$ cat config.mk
export PLATFORM = sky130hd
export DESIGN_NAME = pc_fetch_sequencer
export DESIGN_NICKNAME = d
export VERILOG_FILES = /design/src/rtl/pc_fetch_sequencer.sv
export SDC_FILE = /design/constraint.sdc
export NUM_CORES = 1
export LEC_CHECK = 0
export BUFFER_PORTS_ARGS = -buffer_cell sky130_fd_sc_hd__buf_2
export CAP_MARGIN = 0
export CORE_MARGIN = 1
export CORE_UTILIZATION = 35
export CTS_BUF_LIST = sky130_fd_sc_hd__clkbuf_4
export DETAILED_ROUTE_END_ITERATION = 7
export RECOVER_POWER = 50
export SETUP_SLACK_MARGIN = 0.5
export SYNTH_ARGS = -nofsm -noshare
export SYNTH_HDL_FRONTEND = slang
export SYNTH_SLANG_ARGS = --single-unit
$ cat constraint.sdc
create_clock -name CLK -period 5.8 [get_ports CLK]
set_input_delay 0.87 -clock CLK [delete_from_list [all_inputs] [get_ports CLK]]
set_output_delay 0.87 -clock CLK [all_outputs]
set_load 0.01 [all_outputs]
$ cat src/rtl/pc_fetch_sequencer.sv
// Program-counter and instruction-fetch sequencer: drives the PC register's IN every
// cycle, issues request/ready fetches, squashes fetches overtaken by a redirect.
module pc_fetch_sequencer #(
    parameter logic [31:0] RESET_VECTOR = 32'h0000_0000
) (
    input  logic        CLK,
    input  logic        RST,
    input  logic [31:0] PC_CUR,
    output logic [31:0] PC_IN,
    output logic        IMEM_REQ,
    output logic [31:0] IMEM_ADDR,
    input  logic        IMEM_READY,
    output logic        INSTR_VALID,
    input  logic        STALL,
    input  logic        BR_TAKEN,
    input  logic [31:0] BR_TARGET,
    input  logic        JUMP,
    input  logic [31:0] JUMP_TARGET,
    output logic [31:0] FETCH_COUNT
);

    typedef enum logic [1:0] {
        BOOT  = 2'd0,
        FETCH = 2'd1,
        WAIT  = 2'd2,
        HOLD  = 2'd3
    } state_t;

    state_t      state_reg, state_next;
    logic        pend_valid_reg, pend_valid_next;
    logic [31:0] pend_addr_reg, pend_addr_next;
    logic [31:0] count_reg, count_next;

    logic        redirect_active;
    logic [31:0] redirect_target;
    logic        req_w;
    logic        complete_w;
    logic        squash_w;

    assign redirect_active = JUMP | BR_TAKEN;
    assign redirect_target = JUMP ? JUMP_TARGET : BR_TARGET;

    // Request is derived separately from the output mux so completion has no comb loop.
    assign req_w      = !RST && ((state_reg == FETCH && !STALL) || state_reg == WAIT);
    assign complete_w = req_w & IMEM_READY;
    assign squash_w   = redirect_active | pend_valid_reg;

    assign IMEM_REQ    = req_w;
    assign IMEM_ADDR   = PC_CUR;
    assign FETCH_COUNT = count_reg;

    always_ff @(posedge CLK) begin
        if (RST) begin
            state_reg      <= BOOT;
            pend_valid_reg <= 1'b0;
            pend_addr_reg  <= 32'h0000_0000;
            count_reg      <= 32'h0000_0000;
        end else begin
            state_reg      <= state_next;
            pend_valid_reg <= pend_valid_next;
            pend_addr_reg  <= pend_addr_next;
            count_reg      <= count_next;
        end
    end

    always_comb begin
        state_next      = state_reg;
        pend_valid_next = pend_valid_reg;
        pend_addr_next  = pend_addr_reg;
        count_next      = INSTR_VALID ? count_reg + 32'd1 : count_reg;
        case (state_reg)
            BOOT: state_next = FETCH;
            FETCH, WAIT: begin
                if (complete_w) begin
                    pend_valid_next = 1'b0;
                    state_next      = STALL ? HOLD : FETCH;
                end else begin
                    if (redirect_active) begin
                        pend_valid_next = 1'b1;
                        pend_addr_next  = redirect_target;
                    end
                    if (state_reg == FETCH)
                        state_next = STALL ? HOLD : WAIT;
                end
            end
            HOLD: begin
                if (STALL) begin
                    if (redirect_active) begin
                        pend_valid_next = 1'b1;
                        pend_addr_next  = redirect_target;
                    end
                end else begin
                    // A redirect arriving on the exit cycle is applied directly via PC_IN.
                    pend_valid_next = 1'b0;
                    state_next      = FETCH;
                end
            end
            default: state_next = BOOT;
        endcase
    end

    always_comb begin
        PC_IN       = PC_CUR;
        INSTR_VALID = 1'b0;
        case (state_reg)
            BOOT: PC_IN = RESET_VECTOR;
            HOLD: begin
                if (!STALL) begin
                    if (redirect_active)
                        PC_IN = redirect_target;
                    else if (pend_valid_reg)
                        PC_IN = pend_addr_reg;
                end
            end
            default: PC_IN = PC_CUR;
        endcase
        if (complete_w) begin
            if (squash_w) begin
                PC_IN = redirect_active ? redirect_target : pend_addr_reg;
            end else begin
                INSTR_VALID = 1'b1;
                PC_IN       = PC_CUR + 32'd4;
            end
        end
        if (RST) begin
            PC_IN       = RESET_VECTOR;
            INSTR_VALID = 1'b0;
        end
    end

endmodule

== Word level (Yosys, flattened, before mapping) ==
Cells that the tools add are included.
Operators by class
  add/subtract/negate cells: 2
  multiply operators: 0
  div/mod/pow operators: 0
  order comparisons: 0
  eq/ne operators: 7
  shifts and indexed selects: 0
  muxes and demuxes: 25
  bitwise logic cells: 3
  reduce and logical (&&, ||, !) cells: 10
Operators by type and width (count)
  32-bit two-way mux: 10
  32-bit case mux with 2 select lines: 2
  32-bit by 1-bit adder with 32-bit output, second input constant: 1
  32-bit by 3-bit adder with 32-bit output, second input constant: 1
  2-bit two-way mux: 4
  1-bit two-way mux: 7
  2-bit inequality test, second input constant: 3
  2-bit case mux with 3 select lines: 1
  2-bit equality test, second input constant: 2
  3-bit inequality test, second input constant: 1
  3-bit AND reduction: 1
  2-bit by 1-bit equality test with 1-bit output, second input constant: 1
  1-bit logical AND: 2
  1-bit zero test: 2
  2-bit zero test: 1
  1-bit OR: 2
  1-bit case mux with 2 select lines: 1
  2-bit AND reduction: 1
  2-bit nonzero test: 1
  2-bit OR reduction: 1
  1-bit AND: 1
  1-bit logical OR: 1
Word-level totals
  register bits after elaboration: 67
  latch bits: 0
  memory bits (writable): 0
  bits in read-only memories: 0
  bits of input ports: 102
  output and inout bits: 98
  logic and storage cells: 51
  memories: 0

== Logic depth before layout (Yosys ltp) ==
  word-level depth: 7
  gate-level depth with buffers: 10
  depth with buffers taken out: 8

== Worst setup path after synthesis ==
OpenSTA, ideal clock, no wires.
  kind: input to output
  start point: input PC_CUR[9]
  end point: output PC_IN[21]
  arrival: 2.675 ns
  required time: 4.930 ns
  setup slack: 2.255 ns
  stages on the path: 6
  buffers on the path: 1
  cell sequence: buf_2 -> nand4_2 -> nor4_4 -> nand3_1 -> xor2_1 -> a2111oi_0
Between the ends
  word-level cells in the longest chain between the ends: 4
RTL lines
  start, declared: RTL line 8  | input logic [31:0] PC_CUR,
  32-bit by 3-bit adder with 32-bit output: RTL line 122  | PC_IN = PC_CUR + 32'd4;
  32-bit two-way mux: RTL line 118  | if (squash_w) begin
  32-bit two-way mux: RTL line 117  | if (complete_w) begin
  32-bit two-way mux: RTL line 125  | if (RST) begin
  end, declared: RTL line 9  | output logic [31:0] PC_IN,
No other way between the ends.

== Final worst setup path ==
  start point: input BR_TAKEN
  end point: output PC_IN[11]
Between the ends
  word-level cells in the longest chain between the ends: 6
  elaborated cells on any way between the ends: 9
  those cells by class: mux: 7; bitwise: 2
RTL lines
  start, declared: RTL line 15  | input logic BR_TAKEN,
  1-bit OR *: RTL line 40  | assign redirect_active = JUMP | BR_TAKEN;
  32-bit two-way mux: RTL line 109  | if (redirect_active)
  32-bit two-way mux: RTL line 108  | if (!STALL) begin
  32-bit case mux with 2 select lines: RTL line 105  | case (state_reg)
  32-bit two-way mux *: RTL line 117
  32-bit two-way mux *: RTL line 125
Every way passes the cells marked *; elsewhere a longest branch is shown, timed or not.

==> key figures <==
Finish
  – Filler cells: around 1,800
  – Commonest cells after routing, fill and taps aside: buf_2 (133), nand2_1 (85), a21oi_1 (83)
  – Most common cell after layout, fill and taps aside: buf_2
  – Share of layout cells above drive strength 1: 0.191
  – Final #Nets: 1,045
  – Area of the multi-input gates: about 0.0038 mm2
  – Area Growth Syn to Fin: 16.2%
  – Design Area, Final: between 0.006 and 0.007 mm2
  – FF/Latch Area: ~0.0013 mm2

CTS
  – Reg clk slew, reported paths: roughly 0.13 ns
  – Worst-skew pair later-pin latency: 0.46 ns
  – Clk sink count: 67
  – Root Buffer: clkbuf_4
  – Clock Path Buffers: 2
  – CTS tree: done
  – Setup Fix Bufs, Post-CTS: 0
  – Hold buffers post-CTS: 0
  – Inserted Clock Buffers: 9
  – H-tree levels: 3
  – Post-CTS resize count: 0

STA
  – Hold Vio Cnt, Final: 0
  – Total Neg Setup Slack: 0 ns
  – Hold WS: roughly 0.47 ns
  – Max transition margin: 0.355
  – Worst-margin pin slew: approximately 0.96 ns
  – Min Clock Period, post-route: 4.34 ns
  – Slew Limit Fails: 0
  – Fmax: around 0.23 GHz
  – Clock skew: roughly 0.014 ns
  – RSZ-0062 raised after global routing: no
  – Final period util: 0.748
  – Setup violators final: 0

Floorplanning
  – Die area: 0.0170 mm2
  – Num rows: 46
  – Die X: 130 um
  – Initial cell density of the core: 0.360
  – Core box area: ~0.016 mm2
  – I/O Pins: 200
  – Die height: 130 um

Worst hold path
  – Worst hold stages: 2
  – Min-delay src: pend_addr_reg[5]$_SDFFE_PP0P_
  – Hold Crit Class: register to register

Synthesis
  – Post-synth EDFFs: 0
  – Async SR Flop Fraction: 0
  – Syn Area/Cell: approximately 7.2 um2
  – Seq/Total Area, Yosys: 0.233
  – Ys flop type: dfxtp_1
  – Yosys warns: 0
  – Cell variety after synth: between 60 and 70
  – Mapped Area: roughly 0.0058 mm2
  – Cell count after synthesis: about 800
  – Seq cells post-synth: 67
  – Mapped Nets: 914

Detailed routing
  – Post-DR wirelength/cell: 17.8 um
  – Starting DRC count in detailed routing: between 400 and 500
  – Via/cell ratio: between 5 and 6
  – DR DRC count: 0
  – Drt pass-1 iters: 5
  – DRT Wirelength: 20.6 mm
  – Routed vias: 6,549
  – Detail Route Antenna Nets: 0

Critical path
  – Crit end category: primary output
  – Setup crit start kind: input port
  – CP startpoint: BR_TAKEN
  – Worst flop-to-flop path startpoint: state_reg[1]$_SDFFE_PP0P_
  – Worst path arrival time: ~3.5 ns
  – CP required: 4.93 ns
  – Critical path class: input port to primary output
  – R2R cell count: 8
  – Critical-path maximum fanout: 32

GRT
  – Vias in the first global route: ~6,000
  – Total track usage: 0.244
  – Pin count of the biggest net entering global routing: approximately 70
  – Total grt overflow: 0
  – First-pass GRT wire length: around 32 mm
  – Initial antenna violation count: 1

Placed design
  – GP Congestion: 0.906
  – DP Area: between 0.006 and 0.007 mm2
  – Dpl hpwl: ~15 mm
  – PortBufs: about 200

Job
  – Max-cap viol count: 0

Power
  – Leakage power: about 0.0026 uW
  – Worst vdd rail ir drop: about 0.085 mV
  – Pwr dens: ~220 mW/mm2

Status
  – Status: completed
==> Yosys cell counts, types with 14 or more instances <==
cell type / instances / area, um2
a21oi_1: 83 / 415
a221oi_1: 22 / 193
buf_2: 14 / 70.1
buf_4: 33 / 248
clkbuf_1: 38 / 143
dfxtp_1: 67 / 1340
inv_1: 27 / 101
mux2i_1: 21 / 210
nand2_1: 85 / 319
nand2b_1: 23 / 144
nand3_1: 34 / 170
nand4_1: 16 / 100
nor2_1: 63 / 236
o21ai_0: 59 / 295
xnor2_1: 27 / 236
xor2_1: 15 / 131
==> metrics by stage <==
step            util  std cells  total power [uW]  setup slack [ns]
2_1_floorplan      -        806               926              2.25
3_3_place_gp   0.416       1142              1120              1.52
3_5_place_dp   0.416       1142              1130              1.49
4_1_cts        0.425       1158              1480              1.49
5_1_grt        0.419       1159              1560              1.31
6_report       0.419       1159              1460              1.46
==> power by group <==
group,switching [uW],internal [uW]
combinational,375,215
sequential,26.8,502
clock,210,135
total,613,852
==> metal layers <==
metal,global-route usage,part of all wire
met1,0.334,0.46
met3,0.0476,0.069
met5,0,0
met4,0.0923,0.027
met2,0.375,0.45
==> final cells by class <==
cell class                 count  area share
antenna                        1    0.000374
clock buffer                   9      0.0101
clock inverter                 7      0.0112
inverter                      27      0.0151
multi-input combinational    620       0.573
sequential                    67       0.200
tap                          216      0.0403
timing repair buffer         212       0.149
==> worst paths after layout <==
kind / end / slack (ns)
max: PC_IN[11] / 1.46
min: pend_addr_reg[5]$_SDFFE_PP0P_ / 0.47
max reg2reg: pend_addr_reg[4]$_SDFFE_PP0P_ / 2.58
min reg2reg: pend_addr_reg[5]$_SDFFE_PP0P_ / 0.47
==> worst max-delay path: stages <==
cell and delay [ns]:
buf_2 0.30, or3_1 0.60, o21ai_2 0.63, a21oi_1 0.14, a2111oi_0 0.66, buf_2 0.25
==> cells by family after synthesis <==
kind of cell	synth area share
flip-flops	0.233
AO/OA/AOI/OAI	0.280
buffers and inverters	0.102
multiplexers	0.0521
AND/OR/NAND/NOR	0.256
adder cells (fa/ha/maj)	0.0130
XOR/XNOR	0.0638
No activity file was read; power rests on OpenSTA's default activity.
